[src/rtl/vga_rect_fill_pkg.sv]
// Shared definitions for the rectangle-fill engine.
// - Framebuffer geometry: FB_ROW_BYTES bytes per row, FB_ROWS rows.
// - MEM_SZ_* encodings carried in mem_ctrl_t.size.
// - mem_ctrl_t: framebuffer write-port control word.
// - fill_state_t: engine state encoding.
package vga_rect_fill_pkg;

  localparam int unsigned FB_ROW_BYTES = 80;
  localparam int unsigned FB_ROWS      = 120;

  localparam logic [1:0] MEM_SZ_BYTE = 2'b00;
  localparam logic [1:0] MEM_SZ_HALF = 2'b01;
  localparam logic [1:0] MEM_SZ_WORD = 2'b10;

  typedef struct packed {
    logic       memRead;
    logic       memWrite;
    logic [1:0] size;
    logic       signExt;
  } mem_ctrl_t;

  typedef enum logic [1:0] {
    StIdle,
    StClip,
    StFill,
    StDone
  } fill_state_t;

endpackage

[src/rtl/vga_fill_chunk.sv]
// Combinational chunk selector for the fill engine.
// Picks the widest naturally aligned write that fits in the bytes left on the row.
// Ports:
//   i_x_lo  - low two bits of the current byte column
//   i_rem   - bytes remaining on the current row
//   o_size  - MEM_SZ_BYTE / MEM_SZ_HALF / MEM_SZ_WORD
//   o_bytes - chunk length in bytes (1, 2 or 4)
module vga_fill_chunk
  import vga_rect_fill_pkg::*;
(
  input  logic [1:0] i_x_lo,
  input  logic [7:0] i_rem,
  output logic [1:0] o_size,
  output logic [2:0] o_bytes
);

  always_comb begin
    o_size  = MEM_SZ_BYTE;
    o_bytes = 3'd1;
    if (i_x_lo == 2'b00 && i_rem >= 8'd4) begin
      o_size  = MEM_SZ_WORD;
      o_bytes = 3'd4;
    end else if (!i_x_lo[0] && i_rem >= 8'd2) begin
      o_size  = MEM_SZ_HALF;
      o_bytes = 3'd2;
    end
  end

endmodule

[src/rtl/vga_rect_fill.sv]
// Rectangle-fill engine driving the VGA framebuffer write port.
// Accepts one command (byte column/row origin, byte width, row height, colour),
// clips it to the framebuffer and emits byte/half/word writes of the replicated
// colour nibble, advancing only on granted cycles.
// Ports:
//   i_clk, i_rst_n            - clock, async active-low reset
//   i_cmdValid / o_cmdReady   - command handshake
//   i_bx0, i_by0, i_bw, i_bh  - rectangle origin and size (bytes, rows)
//   i_color                   - fill colour nibble
//   i_abort                   - cancel the running command (no o_done)
//   i_grant                   - write port granted this cycle
//   o_req                     - write pending
//   o_pxlAddr, o_pxlData      - write address {row, col} and data
//   o_ctrlVGA, o_en_MEM       - write-port control; strobes are o_req & i_grant
//   o_busy, o_done            - command in progress / completion pulse
module vga_rect_fill
  import vga_rect_fill_pkg::*;
#(
  parameter int unsigned ROW_BYTES = FB_ROW_BYTES,
  parameter int unsigned ROWS      = FB_ROWS
) (
  input  logic        i_clk,
  input  logic        i_rst_n,
  input  logic        i_cmdValid,
  output logic        o_cmdReady,
  input  logic [7:0]  i_bx0,
  input  logic [6:0]  i_by0,
  input  logic [7:0]  i_bw,
  input  logic [7:0]  i_bh,
  input  logic [3:0]  i_color,
  input  logic        i_abort,
  input  logic        i_grant,
  output logic        o_req,
  output logic [31:0] o_pxlAddr,
  output logic [31:0] o_pxlData,
  output mem_ctrl_t   o_ctrlVGA,
  output logic        o_en_MEM,
  output logic        o_busy,
  output logic        o_done
);

  fill_state_t r_state;
  logic [7:0]  r_bx0, r_bw, r_bh, r_x, r_x_end;
  logic [6:0]  r_by0, r_y, r_y_end;
  logic [31:0] r_data;
  logic [1:0]  r_size;
  logic [2:0]  r_bytes;
  logic        r_req, r_busy, r_done;

  logic [8:0]  w_sum_x, w_sum_y;
  logic [7:0]  w_clip_xe, w_adv_x, w_nx, w_xe, w_nrem;
  logic [6:0]  w_clip_ye, w_adv_y;
  logic        w_degen, w_row_end, w_last, w_wr;
  logic [1:0]  w_size;
  logic [2:0]  w_bytes;

  always_comb begin
    // 9-bit sums so an oversized rectangle clips instead of wrapping.
    w_sum_x   = {1'b0, r_bx0} + {1'b0, r_bw};
    w_sum_y   = {2'b00, r_by0} + {1'b0, r_bh};
    w_clip_xe = (w_sum_x > 9'(ROW_BYTES)) ? 8'(ROW_BYTES) : w_sum_x[7:0];
    w_clip_ye = (w_sum_y > 9'(ROWS)) ? 7'(ROWS) : w_sum_y[6:0];
    w_degen   = (r_bw == 8'd0) || (r_bh == 8'd0) ||
                (r_bx0 >= 8'(ROW_BYTES)) || (r_by0 >= 7'(ROWS));

    w_adv_x   = r_x + {5'd0, r_bytes};
    w_row_end = (w_adv_x == r_x_end);
    w_adv_y   = r_y + 7'd1;
    w_last    = w_row_end && (w_adv_y == r_y_end);

    // Next column and row end feed the chunk selector so size is registered
    // together with the address it belongs to.
    if (r_state == StClip) begin
      w_nx = r_bx0;
      w_xe = w_clip_xe;
    end else begin
      w_nx = w_row_end ? r_bx0 : w_adv_x;
      w_xe = r_x_end;
    end
    w_nrem = w_xe - w_nx;
  end

  vga_fill_chunk u_chunk (
    .i_x_lo  (w_nx[1:0]),
    .i_rem   (w_nrem),
    .o_size  (w_size),
    .o_bytes (w_bytes)
  );

  always_ff @(posedge i_clk or negedge i_rst_n) begin
    if (!i_rst_n) begin
      r_state <= StIdle;
      r_bx0   <= '0;
      r_by0   <= '0;
      r_bw    <= '0;
      r_bh    <= '0;
      r_x     <= '0;
      r_y     <= '0;
      r_x_end <= '0;
      r_y_end <= '0;
      r_data  <= '0;
      r_size  <= MEM_SZ_BYTE;
      r_bytes <= 3'd1;
      r_req   <= 1'b0;
      r_busy  <= 1'b0;
      r_done  <= 1'b0;
    end else begin
      r_done <= 1'b0;
      unique case (r_state)
        StIdle: begin
          if (i_cmdValid) begin
            r_bx0   <= i_bx0;
            r_by0   <= i_by0;
            r_bw    <= i_bw;
            r_bh    <= i_bh;
            r_data  <= {8{i_color}};
            r_busy  <= 1'b1;
            r_state <= StClip;
          end
        end
        StClip: begin
          if (i_abort) begin
            r_busy  <= 1'b0;
            r_state <= StIdle;
          end else if (w_degen) begin
            r_done  <= 1'b1;
            r_state <= StDone;
          end else begin
            r_x     <= r_bx0;
            r_y     <= r_by0;
            r_x_end <= w_clip_xe;
            r_y_end <= w_clip_ye;
            r_size  <= w_size;
            r_bytes <= w_bytes;
            r_req   <= 1'b1;
            r_state <= StFill;
          end
        end
        StFill: begin
          if (i_abort) begin
            // A write granted this cycle still lands via the combinational strobe.
            r_req   <= 1'b0;
            r_busy  <= 1'b0;
            r_state <= StIdle;
          end else if (i_grant) begin
            if (w_last) begin
              r_req   <= 1'b0;
              r_done  <= 1'b1;
              r_state <= StDone;
            end else begin
              r_x     <= w_nx;
              r_y     <= w_row_end ? w_adv_y : r_y;
              r_size  <= w_size;
              r_bytes <= w_bytes;
            end
          end
        end
        StDone: begin
          r_busy  <= 1'b0;
          r_state <= StIdle;
        end
        default: begin
          r_req   <= 1'b0;
          r_busy  <= 1'b0;
          r_state <= StIdle;
        end
      endcase
    end
  end

  assign w_wr       = r_req & i_grant;
  assign o_req      = r_req;
  assign o_busy     = r_busy;
  assign o_done     = r_done;
  assign o_cmdReady = ~r_busy;
  assign o_pxlAddr  = {17'd0, r_y, r_x};
  assign o_pxlData  = r_data;
  assign o_en_MEM   = w_wr;

  always_comb begin
    o_ctrlVGA          = '0;
    o_ctrlVGA.memWrite = w_wr;
    o_ctrlVGA.size     = r_size;
  end

endmodule

[config.mk]
export PLATFORM = sky130hd
export DESIGN_NAME = vga_rect_fill
export DESIGN_NICKNAME = d
export VERILOG_FILES = /design/src/rtl/vga_rect_fill_pkg.sv /design/src/rtl/vga_fill_chunk.sv /design/src/rtl/vga_rect_fill.sv
export SDC_FILE = /design/constraint.sdc
export NUM_CORES = 1
export LEC_CHECK = 0
export ABC_AREA = 1
export BUFFER_PORTS_ARGS = -buffer_cell sky130_fd_sc_hd__buf_2
export CAP_MARGIN = 10
export CORE_AREA = 3 3 122 101
export CTS_CLUSTER_DIAMETER = 40
export CTS_CLUSTER_SIZE = 14
export DETAILED_ROUTE_END_ITERATION = 12
export DIE_AREA = 0 0 125 104
export PLACE_DENSITY = 0.84
export RECOVER_POWER = 100
export SLEW_MARGIN = 20
export SYNTH_ARGS = -nofsm -noshare
export SYNTH_HDL_FRONTEND = slang
export SYNTH_HIERARCHICAL = 1
export SYNTH_SLANG_ARGS = --single-unit
[constraint.sdc]
create_clock -name i_clk -period 4.2 [get_ports i_clk]
set_clock_uncertainty 0.1 [all_clocks]
set_input_delay 0.63 -clock i_clk [delete_from_list [all_inputs] [get_ports i_clk]]
set_output_delay 0.63 -clock i_clk [all_outputs]
set_load 0.005 [all_outputs]
**Yosys cells after proc, flatten, opt, wreduce, memory -nomap -nowiden**

Cells that the tools add are included.

- Flip-flop bits (word level): 103
- Input bits: 40
- Output and inout port bits: 74
- Word-level logic and storage cells: 121

- Add/sub/neg operators: 5
- Magnitude comparators: 6
- Equality and inequality tests: 15
- Muxes and demuxes: 56
- Bitwise gates (word level): 4
- Reduce and logical (&&, ||, !) cells: 20

Operators with widths:

| cell | count |
|---|---|
| 8-bit two-way mux | 9 |
| 7-bit two-way mux | 7 |
| 2-bit two-way mux | 12 |
| 9-bit by 7-bit greater-than comparator with 1-bit output, second input constant | 2 |
| 3-bit two-way mux | 6 |
| 8-bit logical NOT | 2 |
| 8-bit case mux with 2 select lines | 1 |
| 1-bit two-way mux | 14 |
| 2-bit != test, second input constant | 7 |
| 7-bit case mux with 2 select lines | 1 |
| 7-bit by 8-bit adder with 9-bit output | 1 |
| 8-bit by 8-bit adder with 9-bit output | 1 |
| 8-bit by 3-bit adder with 8-bit output | 1 |
| 8-bit == test | 1 |
| 8-bit by 2-bit >= comparator with 1-bit output, second input constant | 1 |
| 8-bit by 3-bit >= comparator with 1-bit output, second input constant | 1 |
| 8-bit by 7-bit >= comparator with 1-bit output, second input constant | 1 |
| 2-bit case mux with 4 select lines | 1 |
| 8-bit subtractor | 1 |
| 7-bit by 1-bit adder with 7-bit output, second input constant | 1 |
| 7-bit == test | 1 |
| 7-bit >= comparator, second input constant | 1 |
| 7-bit AND reduction | 1 |
| 3-bit != test, second input constant | 2 |
| other kinds (19) | 30 |

**Depth between registers and ports, before layout**

Gate-level depths: netlist (run 1).

- Depth after elaboration: 13
- Mapped depth: 32

**Modules after synthesis**

Netlist (run 1), hierarchy kept.

By module, submodules not included:

| module | instances | cells each | area an instance (um^2) | sequential area each (um^2) |
|---|---|---|---|---|
| vga_rect_fill | 1 | 729 | 5587.9 | 1878.1 |
| vga_fill_chunk | 1 | 17 | 83.8 | 0.0 |

**Worst setup path after synthesis (run 1)**

No wires, ideal clock.

- Path type: reg-to-reg
- From: register r_bytes[0]
- To: register r_size[0]
- Arrival time: 3.781 ns
- Slack: 0.202 ns
- Stages on the path, launching flop included: 26
- Path buffers: 1
- Cell sequence: dfstp_2 ha_1 fa_1 xnor2_1 nand2_1 nor2_1 nand3_1 nor2_1 nand3_4 nand2_2 nand2_1 nand2_1 ha_1 inv_1 fa_1 a31oi_1 o21ai_0 a21oi_1 xnor2_1 nor2_1 nand2_1 o21ai_2 nor2_2 buf_4 nand3_1 nand2_1

- Word-level cells in the longest chain between the ends: 13
- Elaborated cells on any way between the ends: 22

RTL lines:

| element | RTL line | source |
|---|---|---|
| start: declaration | vga_rect_fill.sv:47 | `logic [2:0] r_bytes;` |
| start signal: assignment | vga_rect_fill.sv:134 | `r_bytes <= w_bytes;` |
| start signal: assignment | vga_rect_fill.sv:154 | `r_bytes <= w_bytes;` |
| 8-bit by 3-bit adder with 8-bit output * | vga_rect_fill.sv:66 | `w_adv_x = r_x + {5'd0, r_bytes};` |
| 8-bit == test | vga_rect_fill.sv:67 | `w_row_end = (w_adv_x == r_x_end);` |
| 8-bit two-way mux * | vga_rect_fill.sv:77 | `w_nx = w_row_end ? r_bx0 : w_adv_x;` |
| 8-bit two-way mux * | vga_rect_fill.sv:73 | `if (r_state == StClip) begin` |
| net w_nx[0] | vga_rect_fill.sv:51 | `logic [7:0] w_clip_xe, w_adv_x, w_nx, w_xe, w_nrem;` |
| 8-bit subtractor * | vga_rect_fill.sv:80 | `w_nrem = w_xe - w_nx;` |
| net w_nrem[6] | vga_rect_fill.sv:51 |  |
| 8-bit by 2-bit >= comparator with 1-bit output | vga_fill_chunk.sv:23 | `end else if (!i_x_lo[0] && i_rem >= 8'd2) begin` |
| 1-bit logical AND | vga_fill_chunk.sv:23 |  |
| 1-bit two-way mux | vga_fill_chunk.sv:23 |  |
| 2-bit two-way mux * | vga_fill_chunk.sv:20 | `if (i_x_lo == 2'b00 && i_rem >= 8'd4) begin` |
| net w_size[0] | vga_rect_fill.sv:54 | `logic [1:0] w_size;` |
| 2-bit two-way mux | vga_rect_fill.sv:146 | `if (w_last) begin` |
| 2-bit two-way mux | vga_rect_fill.sv:145 | `end else if (i_grant) begin` |
| 2-bit two-way mux | vga_rect_fill.sv:140 | `if (i_abort) begin` |
| 2-bit case mux with 2 select lines * | vga_rect_fill.sv:109 | `unique case (r_state)` |
| end signal: assignment | vga_rect_fill.sv:133 | `r_size <= w_size;` |
| end signal: assignment | vga_rect_fill.sv:153 | `r_size <= w_size;` |
| end: declaration | vga_rect_fill.sv:46 | `logic [1:0] r_size;` |

The timed path passes the listed nets; every way through them passes the cells marked *. The select of a mux whose other input is x is not followed.
A chain may end at the register's enable or synchronous reset.

**Final worst setup path (run 1)**

- From: register r_bytes[0]
- To: register r_bytes[1]

- Word-level cells in the longest chain between the ends: 13
- Elaborated cells on any way between the ends: 22

RTL lines:

| element | RTL line | source |
|---|---|---|
| 8-bit by 3-bit adder with 8-bit output * | vga_rect_fill.sv:66 |  |
| 8-bit == test | vga_rect_fill.sv:67 |  |
| 8-bit two-way mux * | vga_rect_fill.sv:77 |  |
| 8-bit two-way mux * | vga_rect_fill.sv:73 |  |
| net w_nx[1] | vga_rect_fill.sv:51 |  |
| 8-bit subtractor * | vga_rect_fill.sv:80 |  |
| net w_nrem[7] | vga_rect_fill.sv:51 |  |
| 8-bit by 2-bit >= comparator with 1-bit output | vga_fill_chunk.sv:23 |  |
| 1-bit logical AND | vga_fill_chunk.sv:23 |  |
| 2-bit two-way mux | vga_fill_chunk.sv:23 |  |
| 3-bit two-way mux * | vga_fill_chunk.sv:20 |  |
| net w_bytes[1] | vga_rect_fill.sv:55 | `logic [2:0] w_bytes;` |
| 3-bit two-way mux | vga_rect_fill.sv:146 |  |
| 3-bit two-way mux | vga_rect_fill.sv:145 |  |
| 3-bit two-way mux | vga_rect_fill.sv:140 |  |
| 3-bit case mux with 2 select lines * | vga_rect_fill.sv:109 |  |

Marks and branches as above.

==> qor.yml, run 1 <==
core_area_mm2: 0.0113
report.final.slew_viol_count: 120
drt-pass1-iter-count: 7
cts_buffers: 9
grt_pass1_wl_um: 21700
hold_buffers: 0
cts.clk_slew.worst_paths_ps: 60
cts_tree: "built"
syn_area_per_cell_um2: 7.61
yosys_warnings: 6
stdcell_count: 976
fin_area_mm2: 0.00647
drive_gt1_frac: 0.238
crit_fanout: 8
max_freq_mhz: 247
die-area_mm2: 0.0130
cpMaxStageDelayCell: "dfstp_2"
drt_iter0_drc: 313
layout.nets: 898
finalSetupViolCount: 0
slowest_delay_ps: 560
routedWlPerCell_um: 13.6
dpl.hpwl_um: 9950
cts_max_level: 3
grt-ovfl-total: 0
wl_um: 13300
dr_total_vias: 5016
placedCellCount: 952
routed_via_density: 5.14
start_util: 0.502
syn-cell-area_mm2: 0.00567
fin_crit_sh: 0.964
place_congestion: 0.946
grt_max_degree: 76
die_w_um: 125
post-place-ws_ps: -58.8
clk_path_buf_depth: 2
final_antenna_net_count: 0
violations: "max-capacitance violations, max-slew violations"
grt_pass1_vias: 4487
hold_path_class: "flip-flop to flip-flop"
rows: 35
status: "finished with violations"
dpl-instance-area_mm2: 0.00602
cap_violations: 2
cp.arrival_ps: 4220
hold_viol: 0
ios: 114
clock_sinks: 75
slew_headroom: -0.241
required_ps: 4370
clockRootBuffer: "clkbuf_16"
finalCriticalPeriod_ps: 4050
diodes: 0
antenna_found_initial: 0
cp-start-kind: "flip-flop"
critPathKind: "flip-flop to flip-flop"
postLayoutCoreUtil: 0.573
clock_latency_ps: 340
endpoint_kind: "flip-flop"
portBuffers: 94
die_y_um: 104
critical_path.most_common_cell: "nand2_1"
fillers: 1012
grt_usage: 0.200
setup_ws_ps: 151
area_growth_pct: 14.1
route.detailed.drc: 0
tightest_slew_ps: 1860
synthCells: 745
## through the flow
stage | setup TNS, ps | hold WS, ps
floorplan | 0 | 234
global placement | 0 | 357
detailed placement | -119 | 360
CTS | 0 | 369
global route | -985 | 402
finish | 0 | 377
## cells in the final DEF (no fill, tap or decap), drive strengths merged
| master | count |
|---|---|
| clkinv | 1 |
| nand3 | 74 |
| ha | 30 |
| nor4 | 4 |
| dfrtp | 74 |
| xnor2 | 6 |
| or2 | 2 |
| nor2 | 60 |
| clkinvlp | 3 |
| o21ai | 34 |
| nor3 | 7 |
| mux2 | 27 |
| o211ai | 2 |
| nand4 | 14 |
| and2 | 5 |
| xor2 | 14 |
| o311ai | 1 |
| inv | 84 |
| a31o | 1 |
| fa | 4 |
| nand3b | 2 |
| a22oi | 2 |
| a31oi | 3 |
| dfstp | 1 |
| nand2 | 193 |
| clkbuf | 31 |
| o21a | 1 |
| a21oi | 34 |
| conb | 19 |
| buf | 94 |
| o21bai | 1 |
## per-layer routing
layer  vias up  wire length [um]  share of wire  GRT usage
li1       2517                 -              -          -
met1      2293              6270           0.47      0.296
met2       185              5890           0.44      0.295
met3        21               931          0.070     0.0436
met4         0               212          0.016     0.0526
met5         -                 0              0          0
## critical path, delay by kind of cell (launching register included)
family	cells	cell delay (ps)
flops	1	560
fa+ha+maj	3	900
compound gates	1	110
buf+inv	3	160
xor+xnor	2	370
simple gates	19	1800
## sequential cells by signal (all words and copies together), names as in the netlist
signal	cells
r_bh	8
r_bw	8
r_bx0	8
r_x	8
r_x_end	8
r_by0	7
r_y	7
r_y_end	7
o_pxlData	4
r_bytes	3
r_size	2
r_state	2
o_busy	1
o_done	1
o_req	1
## path summary, 6_finish.rpt
| check | slack, ps | startpoint | endpoint | cells after the start |
|---|---|---|---|---|
| min in group asynchronous | 670 | i_rst_n | r_size[1] | 1 |
| hold / removal | 380 | r_bytes[2] | r_bytes[2] | 2 |
| setup / recovery | 150 | r_bytes[0] | r_bytes[1] | 28 |
| max in group asynchronous | 2190 | i_rst_n | r_bx0[2] | 1 |
| hold reg to reg | 380 | r_bytes[2] | r_bytes[2] | 2 |
| setup reg to reg | 150 | r_bytes[0] | r_bytes[1] | 28 |
## repair_timing
action,4_1_cts,5_1_grt
pin swaps,2,19
gates resized for setup,3,35
setup buffers,0,9
endpoints found under the setup margin,5,5
## final cells by class
cell class / instances / area, um2 / area share
inverter: 83 / 312 / 0.0482
sequential: 75 / 1880 / 0.290
clock inverter: 5 / 40.0 / 0.00619
clock buffer: 10 / 229 / 0.0354
timing repair buffer: 115 / 604 / 0.0934
tap: 148 / 185 / 0.0286
multi-input combinational: 540 / 3220 / 0.498
Power of run 1 is left out: the tool's default activity adds up to more than one toggle a clock period on the data nets, which glitch-free logic cannot reach.
==> inputs of run 2 (changes only) <==
--- a/config.mk
+++ b/config.mk
@@ -8,12 +8,12 @@
 export ABC_AREA = 1
 export BUFFER_PORTS_ARGS = -buffer_cell sky130_fd_sc_hd__buf_2
 export CAP_MARGIN = 10
-export CORE_AREA = 3 3 122 101
+export CORE_AREA = 3 3 158 129
 export CTS_CLUSTER_DIAMETER = 40
 export CTS_CLUSTER_SIZE = 14
 export DETAILED_ROUTE_END_ITERATION = 12
-export DIE_AREA = 0 0 125 104
-export PLACE_DENSITY = 0.84
+export DIE_AREA = 0 0 161 132
+export PLACE_DENSITY = 0.57
 export RECOVER_POWER = 100
 export SLEW_MARGIN = 20
 export SYNTH_ARGS = -nofsm -noshare
==> run 2 against run 1 <==
Effect of this change:
- the flow still finishes with violations (max-capacitance violations, max-slew violations)
- design area is 4.6% higher
- non-clock buffer count stayed put
- sequential share of layout area is 1.3 points lower
- via count is 0.90% lower
- die area is 63% higher
==> qor.yml, run 2 (synthesis gave the netlist of run 1 again) <==
portBuffers: 94  # unchanged
hold_buffers: 0  # unchanged
grt_usage: 0.136  # -0.0640
cp-start-kind: "flip-flop"
cts_buffers: 9  # unchanged
dr_total_vias: 4971  # -0.90%
die-area_mm2: 0.0213  # +63%
cap_violations: 1  # -1
grt_pass1_wl_um: 23400  # +8.1%
grt_pass1_vias: 4473  # -0.31%
rrSetupSlack_ps: 160  # about the same
routed_via_density: 4.57  # -11%
cp-endpoint: "r_size[0]"
setup_tns_ps: 0  # unchanged
antenna_found_initial: 0  # unchanged
critPathKind: "flip-flop to flip-flop"
grt_max_degree: 51  # -33%
finalSetupViolCount: 0  # unchanged
max_freq_mhz: 248  # +0.25%
violations: "max-capacitance violations, max-slew violations"
drt-pass1-iter-count: 5  # -2
worst-r2r-cell-count: 24  # -14%
diodes: 0  # unchanged
fillers: 2049  # +100%
hold_viol: 0  # unchanged
cts_max_level: 3  # unchanged
core_area_mm2: 0.0189  # +67%
wl_um: 14500  # +9.0%
stdcell_count: 1087  # +11%
route.detailed.drc: 0  # unchanged
rows: 45  # +29%
cts.clk_slew.worst_paths_ps: 70  # about the same
clockRootBuffer: "clkbuf_16"
placedCellCount: 1067  # +12%
fin_crit_sh: 0.962  # -0.00237
die_w_um: 161  # +29%
cp-startpoint: "r_bytes[0]"
r2r-end: "r_size[0]"
drt_iter0_drc: 265  # -15%
drive_gt1_frac: 0.257  # +0.0190
tightest_slew_ps: 2940  # +1080 ps
whs_ps: 376  # -0.729 ps
required_ps: 4330  # -40 ps
rsz0062_at_grt: "yes"
routedWlPerCell_um: 13.3  # -2.1%
regToRegStartpoint: "r_bytes[0]"
endpoint_kind: "flip-flop"
die_y_um: 132  # +27%
ios: 114  # unchanged
report.final.slew_viol_count: 51  # -57%
place_congestion: 0.887  # -6.3%
cts_tree: "built"
start_util: 0.300  # -0.202
slew_headroom: -0.959  # -0.718
status: "finished with violations"
finalCriticalPeriod_ps: 4040  # -9.95 ps
layout.nets: 898  # unchanged
hold_path_class: "flip-flop to flip-flop"
crit_fanout: 8  # unchanged
final_antenna_net_count: 0  # unchanged
final_cell_mix: "nand2_1 (170), inv_1 (81), buf_2 (77)"
dpl.hpwl_um: 11200  # +12%
cp.arrival_ps: 4170  # -50 ps
mostFrequentLayoutCell: "nand2_1"
post-place-ws_ps: 29.9  # +88.7 ps
clock_sinks: 75  # unchanged
clk_path_buf_depth: 2  # unchanged
setup_ws_ps: 161  # +9.95 ps
grt-ovfl-total: 0  # unchanged
clock_latency_ps: 340  # about the same
area_growth_pct: 19.4
## run 2: worst min path at each step
stage                          start          to  slack [ps]  cells past startpoint
after CTS                    i_rst_n   r_size[0]         260                      1
after detailed placement  r_bytes[0]  r_bytes[0]         360                      2
after global routing       r_size[1]   r_size[1]         410                      2
after global placement     r_size[0]   r_size[0]         360                      2
after floorplan              i_rst_n      o_busy         230                      0
final                      r_size[1]   r_size[1]         380                      2
## run 2: area by class of cell
type                    count  area, um2  share of cell area
clock buffers              10        239              0.0353
clock inverters             6       96.3              0.0142
inverters                  83        312              0.0460
multi-input cells         540       3310               0.489
flip-flops and latches     75       1880               0.277
well taps                 258        323              0.0477
repair buffers            115        612              0.0904
## run 2: metrics by stage
step | cell area, um2 | util
floorplan | 5740 | -
global placement | 6200 | 0.328
detailed placement | 6200 | 0.328
CTS | 6530 | 0.345
global route | 6770 | 0.358
finish | 6770 | 0.358
## run 2: repair_timing
action	in CTS	in global routing
setup buffers	0	3
pin swaps	0	25
setup endpoints to repair	2	5
gates resized for setup	1	55
cloned	0	1
## run 2: worst max-delay path, cell delays in order (launching register included)
cell and delay, ps:
dfstp_2 550, ha_4 140, fa_2 470, xnor2_1 150, nand2_1 70, nor2_1 90, nand3_1 120, nor2_2 140
nand3_4 130, nand2_8 140, nand2_4 80, nand2_4 70, ha_4 130, inv_2 40, fa_2 420, a31oi_4 190
o21ai_1 80, a21oi_1 170, xnor2_1 110, nor2_2 120, nand2_1 80, o21ai_2 170, nor2_2 60, nand3_1 70
nand2_1 50
## run 2: per-layer routing
metal	wire, um	share of wire	GRT usage
met2	5530	0.38	0.180
met5	0	0	0
met3	960	0.066	0.0339
met1	7920	0.55	0.220
met4	98	0.0068	0.0229
Power of run 2 is left out for the same reason.
